===== config.mk =====
export PLATFORM = sky130hd
export DESIGN_NAME = line_readout_sequencer_flat
export DESIGN_NICKNAME = d
export VERILOG_FILES = /design/src/rtl/line_readout_sequencer_if.sv /design/src/rtl/line_readout_sequencer.sv /design/src/flat_wrapper.sv
export SDC_FILE = /design/constraint.sdc
export NUM_CORES = 1
export LEC_CHECK = 0
export CORE_MARGIN = 2
export CORE_UTILIZATION = 52
export DETAILED_ROUTE_END_ITERATION = 10
export GPL_TIMING_DRIVEN = 0
export PLACE_DENSITY = 0.8
export SLEW_MARGIN = 20
export SYNTH_ARGS = -nofsm -noshare
export SYNTH_HDL_FRONTEND = slang
export SYNTH_SLANG_ARGS = --single-unit

===== constraint.sdc =====
create_clock -name CLK -period 3.8 [get_ports CLK]
set_input_delay 0.76 -clock CLK [delete_from_list [all_inputs] [get_ports CLK]]
set_output_delay 0.76 -clock CLK [all_outputs]
set_load 0.01 [all_outputs]

===== src/rtl/line_readout_sequencer_if.sv =====
// Signal bundle between the line readout sequencer, its line buffer and the
// downstream pixel consumer.
interface line_readout_sequencer_if #(
  parameter int unsigned LW     = 9,
  parameter int unsigned CW     = 10,
  parameter int unsigned DATA_W = 10
);
  logic              ENABLE;
  logic              FRAME_START;
  logic [LW-1:0]     FIRST_LINE;
  logic [LW-1:0]     LINE_STEP;
  logic              LINE_READY;
  logic [DATA_W-1:0] BUF_DATA;
  logic [LW-1:0]     INTERESTING_LINE;
  logic [CW-1:0]     READ_ADDRESS;
  logic              RESET_READY_FLAG;
  logic [DATA_W-1:0] OUT_DATA;
  logic              OUT_VALID;
  logic              OUT_READY;
  logic              OUT_LAST;
  logic [LW-1:0]     OUT_LINE;
  logic              FRAME_DONE;
  logic              OVERRUN;

  modport master (
    input  ENABLE, FRAME_START, FIRST_LINE, LINE_STEP, LINE_READY, BUF_DATA, OUT_READY,
    output INTERESTING_LINE, READ_ADDRESS, RESET_READY_FLAG,
           OUT_DATA, OUT_VALID, OUT_LAST, OUT_LINE, FRAME_DONE, OVERRUN
  );

  modport slave (
    output ENABLE, FRAME_START, FIRST_LINE, LINE_STEP, LINE_READY, BUF_DATA, OUT_READY,
    input  INTERESTING_LINE, READ_ADDRESS, RESET_READY_FLAG,
           OUT_DATA, OUT_VALID, OUT_LAST, OUT_LINE, FRAME_DONE, OVERRUN
  );
endinterface


===== src/rtl/line_readout_sequencer.sv =====
// Sequences the single-line camera buffer: programs a target line, waits for it,
// streams its pixels through a 2-entry skid FIFO, then releases the buffer.
module line_readout_sequencer #(
  parameter int unsigned LINES   = 480,
  parameter int unsigned COLUMNS = 752,
  parameter int unsigned DATA_W  = 10
) (
  input logic                      CLK,
  input logic                      RESET_N,
  line_readout_sequencer_if.master bus
);
  localparam int unsigned LW  = (LINES > 1) ? $clog2(LINES) : 1;
  localparam int unsigned CW  = (COLUMNS > 1) ? $clog2(COLUMNS) : 1;
  localparam int unsigned LWX = LW + 1;
  localparam logic [LWX-1:0] LINES_X  = LWX'(LINES);
  localparam logic [CW-1:0]  LAST_COL = CW'(COLUMNS - 1);

  typedef enum logic [2:0] {
    S_IDLE, S_WAIT_LINE, S_READ, S_DRAIN, S_RELEASE
  } state_e;

  typedef struct packed {
    logic              last;
    logic [DATA_W-1:0] data;
  } pix_t;

  state_e          state_q, state_d;
  logic [LW-1:0]   line_q, line_d;
  logic [LW-1:0]   step_q, step_d;
  logic            skip_q, skip_d;
  logic [CW-1:0]   addr_cnt_q, addr_cnt_d;
  logic [CW-1:0]   rd_addr_q, rd_addr_d;
  logic            inflight_q, inflight_d;
  logic            inflight_last_q, inflight_last_d;
  pix_t            head_q, head_d;
  pix_t            tail_q, tail_d;
  logic            head_v_q, head_v_d;
  logic            tail_v_q, tail_v_d;
  logic [LW-1:0]   out_line_q, out_line_d;
  logic            rrf_q, rrf_d;
  logic            done_q, done_d;
  logic            overrun_q, overrun_d;

  logic            pop_c;
  logic [1:0]      occ_c;
  logic            credit_c;
  logic [LWX-1:0]  next_line_c;

  // Occupancy counts the slot freed by this cycle's pop so a full-rate stream needs no bubble.
  assign pop_c       = head_v_q & bus.OUT_READY;
  assign occ_c       = 2'(head_v_q) + 2'(tail_v_q) + 2'(inflight_q) - 2'(pop_c);
  assign credit_c    = (occ_c < 2'd2);
  assign next_line_c = LWX'(line_q) + LWX'(step_q);

  always_comb begin
    state_d         = state_q;
    line_d          = line_q;
    step_d          = step_q;
    skip_d          = skip_q;
    addr_cnt_d      = addr_cnt_q;
    rd_addr_d       = rd_addr_q;
    inflight_d      = 1'b0;
    inflight_last_d = 1'b0;
    head_d          = head_q;
    head_v_d        = head_v_q;
    tail_d          = tail_q;
    tail_v_d        = tail_v_q;
    out_line_d      = out_line_q;
    rrf_d           = 1'b0;
    done_d          = 1'b0;
    overrun_d       = overrun_q;

    // Skid FIFO: dequeue first, then land the returning read in the first free slot.
    if (pop_c) begin
      head_d   = tail_v_q ? tail_q : '0;
      head_v_d = tail_v_q;
      tail_v_d = 1'b0;
    end
    if (inflight_q) begin
      if (!head_v_d) begin
        head_d   = '{last: inflight_last_q, data: bus.BUF_DATA};
        head_v_d = 1'b1;
      end else begin
        tail_d   = '{last: inflight_last_q, data: bus.BUF_DATA};
        tail_v_d = 1'b1;
      end
    end

    if (state_q != S_IDLE && bus.FRAME_START) begin
      overrun_d = 1'b1;
    end

    unique case (state_q)
      S_IDLE: begin
        if (!bus.ENABLE) begin
          overrun_d = 1'b0;
        end else if (bus.FRAME_START) begin
          step_d = (bus.LINE_STEP == '0) ? LW'(1) : bus.LINE_STEP;
          if (LWX'(bus.FIRST_LINE) >= LINES_X) begin
            done_d = 1'b1;
          end else begin
            line_d  = bus.FIRST_LINE;
            skip_d  = 1'b0;
            state_d = S_WAIT_LINE;
          end
        end
      end
      S_WAIT_LINE: begin
        // The buffer's flag still reads high for one cycle after a release.
        if (bus.FRAME_START) begin
          state_d = S_IDLE;
        end else if (skip_q) begin
          skip_d = 1'b0;
        end else if (bus.LINE_READY) begin
          addr_cnt_d = '0;
          out_line_d = line_q;
          state_d    = S_READ;
        end
      end
      S_READ: begin
        if (credit_c) begin
          rd_addr_d       = addr_cnt_q;
          inflight_d      = 1'b1;
          inflight_last_d = (addr_cnt_q == LAST_COL);
          addr_cnt_d      = addr_cnt_q + CW'(1);
          if (addr_cnt_q == LAST_COL) begin
            state_d = S_DRAIN;
          end
        end
      end
      S_DRAIN: begin
        if (!head_v_q && !tail_v_q && !inflight_q) begin
          rrf_d   = 1'b1;
          state_d = S_RELEASE;
        end
      end
      S_RELEASE: begin
        if (next_line_c >= LINES_X || !bus.ENABLE) begin
          done_d  = 1'b1;
          state_d = S_IDLE;
        end else begin
          line_d  = next_line_c[LW-1:0];
          skip_d  = 1'b1;
          state_d = S_WAIT_LINE;
        end
      end
      default: state_d = S_IDLE;
    endcase
  end

  always_ff @(posedge CLK or negedge RESET_N) begin
    if (!RESET_N) begin
      state_q         <= S_IDLE;
      line_q          <= '0;
      step_q          <= '0;
      skip_q          <= 1'b0;
      addr_cnt_q      <= '0;
      rd_addr_q       <= '0;
      inflight_q      <= 1'b0;
      inflight_last_q <= 1'b0;
      head_q          <= '0;
      head_v_q        <= 1'b0;
      tail_q          <= '0;
      tail_v_q        <= 1'b0;
      out_line_q      <= '0;
      rrf_q           <= 1'b0;
      done_q          <= 1'b0;
      overrun_q       <= 1'b0;
    end else begin
      state_q         <= state_d;
      line_q          <= line_d;
      step_q          <= step_d;
      skip_q          <= skip_d;
      addr_cnt_q      <= addr_cnt_d;
      rd_addr_q       <= rd_addr_d;
      inflight_q      <= inflight_d;
      inflight_last_q <= inflight_last_d;
      head_q          <= head_d;
      head_v_q        <= head_v_d;
      tail_q          <= tail_d;
      tail_v_q        <= tail_v_d;
      out_line_q      <= out_line_d;
      rrf_q           <= rrf_d;
      done_q          <= done_d;
      overrun_q       <= overrun_d;
    end
  end

  assign bus.INTERESTING_LINE = line_q;
  assign bus.READ_ADDRESS     = rd_addr_q;
  assign bus.RESET_READY_FLAG = rrf_q;
  assign bus.OUT_DATA         = head_q.data;
  assign bus.OUT_VALID        = head_v_q;
  assign bus.OUT_LAST         = head_q.last;
  assign bus.OUT_LINE         = out_line_q;
  assign bus.FRAME_DONE       = done_q;
  assign bus.OVERRUN          = overrun_q;
endmodule


===== src/flat_wrapper.sv =====
// flat-port wrapper written by rule: the top's interface ports become plain ports
module line_readout_sequencer_flat 
#(
  parameter int unsigned LINES   = 480,
  parameter int unsigned COLUMNS = 752,
  parameter int unsigned DATA_W  = 10
)
  (CLK, RESET_N, bus_ENABLE, bus_FRAME_START, bus_FIRST_LINE, bus_LINE_STEP, bus_LINE_READY, bus_BUF_DATA, bus_OUT_READY, bus_INTERESTING_LINE, bus_READ_ADDRESS, bus_RESET_READY_FLAG, bus_OUT_DATA, bus_OUT_VALID, bus_OUT_LAST, bus_OUT_LINE, bus_FRAME_DONE, bus_OVERRUN);
  line_readout_sequencer_if #(.LW(((LINES > 1) ? $clog2(LINES) : 1)), .CW(((COLUMNS > 1) ? $clog2(COLUMNS) : 1)), .DATA_W(DATA_W)) bus_i ();
  input logic CLK;
  input logic RESET_N;
  input wire logic [$bits(bus_i.ENABLE)-1:0] bus_ENABLE;
  input wire logic [$bits(bus_i.FRAME_START)-1:0] bus_FRAME_START;
  input wire logic [$bits(bus_i.FIRST_LINE)-1:0] bus_FIRST_LINE;
  input wire logic [$bits(bus_i.LINE_STEP)-1:0] bus_LINE_STEP;
  input wire logic [$bits(bus_i.LINE_READY)-1:0] bus_LINE_READY;
  input wire logic [$bits(bus_i.BUF_DATA)-1:0] bus_BUF_DATA;
  input wire logic [$bits(bus_i.OUT_READY)-1:0] bus_OUT_READY;
  output wire logic [$bits(bus_i.INTERESTING_LINE)-1:0] bus_INTERESTING_LINE;
  output wire logic [$bits(bus_i.READ_ADDRESS)-1:0] bus_READ_ADDRESS;
  output wire logic [$bits(bus_i.RESET_READY_FLAG)-1:0] bus_RESET_READY_FLAG;
  output wire logic [$bits(bus_i.OUT_DATA)-1:0] bus_OUT_DATA;
  output wire logic [$bits(bus_i.OUT_VALID)-1:0] bus_OUT_VALID;
  output wire logic [$bits(bus_i.OUT_LAST)-1:0] bus_OUT_LAST;
  output wire logic [$bits(bus_i.OUT_LINE)-1:0] bus_OUT_LINE;
  output wire logic [$bits(bus_i.FRAME_DONE)-1:0] bus_FRAME_DONE;
  output wire logic [$bits(bus_i.OVERRUN)-1:0] bus_OVERRUN;
  assign bus_i.ENABLE = bus_ENABLE;
  assign bus_i.FRAME_START = bus_FRAME_START;
  assign bus_i.FIRST_LINE = bus_FIRST_LINE;
  assign bus_i.LINE_STEP = bus_LINE_STEP;
  assign bus_i.LINE_READY = bus_LINE_READY;
  assign bus_i.BUF_DATA = bus_BUF_DATA;
  assign bus_i.OUT_READY = bus_OUT_READY;
  assign bus_INTERESTING_LINE = bus_i.INTERESTING_LINE;
  assign bus_READ_ADDRESS = bus_i.READ_ADDRESS;
  assign bus_RESET_READY_FLAG = bus_i.RESET_READY_FLAG;
  assign bus_OUT_DATA = bus_i.OUT_DATA;
  assign bus_OUT_VALID = bus_i.OUT_VALID;
  assign bus_OUT_LAST = bus_i.OUT_LAST;
  assign bus_OUT_LINE = bus_i.OUT_LINE;
  assign bus_FRAME_DONE = bus_i.FRAME_DONE;
  assign bus_OVERRUN = bus_i.OVERRUN;
  line_readout_sequencer #(.LINES(LINES), .COLUMNS(COLUMNS), .DATA_W(DATA_W)) u_core (.CLK(CLK), .RESET_N(RESET_N), .bus(bus_i));
endmodule

Word level (Yosys, flattened, before mapping)
Index checks and enable logic that the tools add are counted.
- register bits after elaboration: 80
- logic and storage cells: 119
- bits of input ports: 34
- output and inout port bits: 43
- add/subtract/negate cells: 5
- order comparisons: 3
- bitwise gates (word level): 3
- muxes and demuxes: 51
- equality and inequality tests: 17
- reduce and logical (&&, ||, !) cells: 22
- operators with widths (operator ; count):
    $mux W9 ; 5
    $mux W11 ; 4
    $mux W10 ; 4
    $mux W3 ; 9
    $mux W1 ; 24
    $pmux W10 S2 ; 1
    $pmux W9 S2 ; 1
    $pmux W3 S5 ; 1
    $ne A2 B2 Y1 const B ; 7
    $add A10 B1 Y10 const B ; 1
    $add A9 B9 Y10 ; 1
    $eq A10 B10 Y1 const B ; 1
    $ge A10 B9 Y1 const B ; 1
    $reduce_and A5 Y1 ; 2
    $ge A9 B9 Y1 const B ; 1
    $logic_not A9 Y1 ; 1
    $reduce_and A8 Y1 ; 1
    $eq A3 B2 Y1 const B ; 2
    $ne A2 B1 Y1 const B ; 3
    $ne A3 B3 Y1 const B ; 2
    $reduce_and A6 Y1 ; 1
    $reduce_bool A3 Y1 ; 2
    $logic_not A1 Y1 ; 4
    $reduce_and A2 Y1 ; 2
    16 further kinds ; 20

Logic depth before layout (Yosys ltp)
- word-level depth: 6
- depth in mapped cells: 13
- mapped depth without buffers: 12

Least setup slack after synthesis
Ideal clock, no wire load.
- path kind: input to register
- start point: input bus_OUT_READY
- end point: register u_core.rd_addr_q[5], in the netlist u_core.bus.READ_ADDRESS[5]
- stages: 11
- setup slack: 0.556 ns
- path buffers: 2
- arrival: 3.119 ns
- data required time: 3.675 ns
- setup time: 0.125 ns
- cell sequence: nand2_1 -> inv_1 -> clkbuf_1 -> ha_1 -> inv_1 -> ha_1 -> a21oi_1 -> xnor2_1 -> nor3b_2 -> clkbuf_1 -> mux2_2
- longest elaborated chain between the ends: 4
- RTL lines (element ; line ; source):
    start, declared ; flat_wrapper.sv:18 ; input wire logic [$bits(bus_i.OUT_READY)-1:0] bus_OUT_READY;
    $and A1 B1 Y1 ; line_readout_sequencer.sv:50 ; assign pop_c = head_v_q & bus.OUT_READY;
    $sub A2 B1 Y2 ; line_readout_sequencer.sv:51 ; assign occ_c = 2'(head_v_q) + 2'(tail_v_q) + 2'(inflight_q) - 2'(pop_c);
    $lt A2 B2 Y1 ; line_readout_sequencer.sv:52 ; assign credit_c = (occ_c < 2'd2);
    $reduce_and A2 Y1 (no line) ; - ;
    end signal, assigned ; line_readout_sequencer.sv:175 ; rd_addr_q <= rd_addr_d;
    end, declared ; line_readout_sequencer.sv:32 ; logic [CW-1:0] rd_addr_q, rd_addr_d;
Every way passes these cells.
A chain may end at the register's enable or synchronous reset.

Final worst setup path
- start point: input bus_OUT_READY
- end point: register u_core.rd_addr_q[7], in the netlist u_core.bus.READ_ADDRESS[7]
Same word-level chain as after synthesis.

==> flow_metrics.tcl <==
set metrics [dict create \
    result_of_the_run "complete, no violations" \
    synth.net_count 430 \
    final_antenna_net_count 0 \
    yosys_warnings 0 \
    critical_path_class "in -> reg" \
    remaining_global_route_overflow 0 \
    core_region_area_um2 7250 \
    timing.final.crit_share_pct 93.5 \
    combinational_fraction_of_design_power_pct 50.3 \
    via_count 3207 \
    vdd_drop_max_mv 0.514 \
    postLayoutSetupSlackWorst_ns 0.247 \
    synth_top_area_share_pct 51.1 \
    place_ws_ns -0.576 \
    period_needed_ns 3.55 \
    fmax_mhz 281 \
    cts.path.max_buffers 2 \
    critical_path_required_ns 4.03 \
    antenna_found_initial 0 \
    cap_violations 0 \
    crit_fanout 12 \
    r2r-end "u_core.bus.READ_ADDRESS[7]" \
    setup_viol_count_final 0 \
    synth.top_cells.by_count "80 x sky130_fd_sc_hd__dfrtp_1, 62 x sky130_fd_sc_hd__nand2_1, 36 x sky130_fd_sc_hd__nor2_1" \
    worst_pin_slew_ns 0.664 \
    number_of_antenna_diodes 0 \
    effective_utilization_at_floorplan_pct 54.0 \
    grt.met2_usage_pct 38.4 \
    synth_top_area_cell "sky130_fd_sc_hd__dfrtp_1" \
    cts_htree_levels 3 \
    startpoint_type "input port" \
    top_level_ports 77 \
    rr_worst_depth 10 \
    share_clk_of_total_power_pct 15.8 \
    clock_sinks 80 \
    number_of_enable_flip_flop_cells_after_synthesis 0 \
    asyncSetResetFlopFracSynth_pct 100 \
    synth_cells 383 \
    critPathArrivalTime_ns 3.79 \
    cellPowerDensity_nw_per_um2 804 \
    route.detailed.drc 0 \
    final_net_count 517 \
    synth.most_common_cell "sky130_fd_sc_hd__dfrtp_1" \
    total_leakage_power_nw 2.27 \
    gp_routability_congestion 0.899 \
    finalHoldViolCount 0 \
    timing.hold.worst.class "in -> async" \
    internal_power_w 0.00243 \
    post_synth_cell_types 52 \
    power.switching_w 0.00162 \
    die_area_um2 8240 \
    die_h_um 90.8 \
    grt_usage_pct 23.6 \
    clk_pin_slew_worst_paths_ns 0.08 \
    grt_use_met3_pct 3.67 \
    clock_tree_from_tritoncts "yes" \
    postCtsHoldBufs 0 \
    switching_share_pct 40.0 \
    mappedNetlistArea_um2 3920 \
    seq_power_share_pct 33.8 \
    place.port_buffers 76 \
    timing_max_transition_violations_final 0 \
    slew_headroom_pct 55.4 \
    number_of_global_route_vias_before_repair 3252 \
    place_hpwl_um 6790 \
    grt_most_used_layer "met2" \
    synth.ff_latch_count 80 \
    grt.met1_usage_pct 32.2 \
    synthToLayoutAreaGrowth_pct 28.6 \
    synth.top_cells.by_area "sky130_fd_sc_hd__dfrtp_1 51%, sky130_fd_sc_hd__mux2_2 7.8%, sky130_fd_sc_hd__nand2_1 5.9%" \
    routedWlPerCell_um 16.1 \
    cts_setup_buffers 0 \
    reg_to_reg_critical_path_startpoint "u_core.bus.OUT_VALID" \
    final_util_pct 69.4 \
    rsz_0062_raised_after_global_routing "false" \
    via_per_inst 5.59 \
    cts-buffers-inserted 9 \
    synth-seq-area-share_pct 51.1 \
    end_kind "register" \
    detail_route.iter0.violations 192 \
    clk_lat_worst_skew_ns 0.35 \
    final.setup_skew_ns 0.0151 \
    postSynthAreaPerCell_um2 10.2 \
    grt_first_pass_wirelength_um 15700 \
    layout_cell_share_with_drive_strength_beyond_1_pct 12.6 \
    top_reg_cell_synth "sky130_fd_sc_hd__dfrtp_1" \
    cts_root_buf "sky130_fd_sc_hd__clkbuf_8" \
    totalWireLength_um 9270 \
    rrSetupSlack_ns 0.69 \
    first_pass_drt_iterations 4 \
    pin_count_of_the_biggest_net_entering_global_routing 58 \
    fp.dieW_um 90.8 \
    fp_rows 31 \
]
[sequential cells by signal, indices dropped and copies added (netlist names), 3 cells and up]
register and count:
u_core.state_q 3, u_core.bus.OUT_DATA 10, u_core.bus.READ_ADDRESS 10, u_core.bus.OUT_LINE 9, u_core.tail_q 11, u_core.bus.INTERESTING_LINE 9
u_core.step_q 9, u_core.addr_cnt_q 10
[how the worst max path moves through the flow]
stage                             start                          to  slack [ns]  depth (start not counted)
after global placement          RESET_N        u_core.addr_cnt_q[9]       -0.81                          1
after global routing      bus_OUT_READY  u_core.bus.READ_ADDRESS[8]        0.02                         11
after CTS                 bus_OUT_READY  u_core.bus.READ_ADDRESS[7]        0.04                         12
after detailed placement  bus_OUT_READY  u_core.bus.READ_ADDRESS[8]       -0.58                         12
after floorplan           bus_OUT_READY  u_core.bus.READ_ADDRESS[5]        0.56                         11
final                     bus_OUT_READY  u_core.bus.READ_ADDRESS[7]        0.25                         11
[routing by layer]
layer	vias up	share of wire [%]
met2	91	49
met1	1578	44
met3	17	4.5
met4	0	2.0
li1	1521	-
met5	-	0
[power groups by stage]
stage / clock, W / combinational, W / sequential, W
6_report: 0.000641 / 0.00204 / 0.00137
3_5_place_dp: 0 / 0.00200 / 0.00139
3_3_place_gp: 0 / 0.00192 / 0.00137
5_1_grt: 0.000685 / 0.00222 / 0.00141
4_1_cts: 0.000649 / 0.00203 / 0.00137
2_1_floorplan: 0 / 0.00123 / 0.00140
[critical path, cell delays in order]
cell,delay (ns)
sky130_fd_sc_hd__clkdlybuf4s50_1,0.50
sky130_fd_sc_hd__nand2_1,0.11
sky130_fd_sc_hd__inv_1,0.32
sky130_fd_sc_hd__ha_1,0.31
sky130_fd_sc_hd__inv_1,0.06
sky130_fd_sc_hd__ha_1,0.22
sky130_fd_sc_hd__a21oi_1,0.16
sky130_fd_sc_hd__xnor2_1,0.18
sky130_fd_sc_hd__nor3b_4,0.45
sky130_fd_sc_hd__clkbuf_2,0.34
sky130_fd_sc_hd__mux2_2,0.36
[through the flow]
stage	power [W]	cell area [um^2]	setup TNS [ns]	instances	hold slack, ns
6_report	0.00405	5030	0	574	0.305
5_1_grt	0.00431	5030	0	574	0.330
4_1_cts	0.00405	5030	0	575	0.308
3_5_place_dp	0.00339	4820	-5.84	559	0.469
3_3_place_gp	0.00329	4800	-68.30	558	0.462
2_1_floorplan	0.00263	3920	0	383	0.464
[cell usage in the layout, fill, tap and decap left out, types with 8 or more instances in the layout]
master / count
sky130_fd_sc_hd__dfrtp_1: 80
sky130_fd_sc_hd__clkdlybuf4s50_1: 75
sky130_fd_sc_hd__nand2_1: 62
sky130_fd_sc_hd__nor2_1: 36
sky130_fd_sc_hd__mux2_2: 27
sky130_fd_sc_hd__inv_1: 15
sky130_fd_sc_hd__nand3_1: 14
sky130_fd_sc_hd__a31oi_1: 14
sky130_fd_sc_hd__o21ai_0: 12
sky130_fd_sc_hd__ha_1: 12
sky130_fd_sc_hd__clkbuf_1: 10
sky130_fd_sc_hd__a21oi_1: 9
sky130_fd_sc_hd__clkbuf_8: 9
sky130_fd_sc_hd__xor2_1: 8
[cell type report]
class / count / area (um^2)
Clock buffer: 9 / 124
Fill cell: 562 / 2220
Tap cell: 99 / 124
Clock inverter: 7 / 77.6
Multi-Input combinational cell: 273 / 1810
Inverter: 15 / 56.3
Buffer: 14 / 58.8
Timing Repair Buffer: 77 / 786
Sequential cell: 80 / 2000
[cell families (layout without fill, tap and decap cells)]
family	count (synthesis)	in the layout	share of synthesized area [%]
AOI/OAI and AO/OA	67	67	11.9
xor gates and xnor gates	13	13	2.91
adders and majority gates	13	13	4.35
buffers and inverters	30	122	3.00
DFF	80	80	51.1
muxes	31	31	9.17
and+or+nand+nor	149	149	17.5
[repair_timing]
action	CTS	global route
pin swaps	0	0
endpoints found under the setup margin	7	10
resized for setup	2	1
hold endpoints to repair	0	0
No activity file was read; power rests on OpenSTA's default activity.
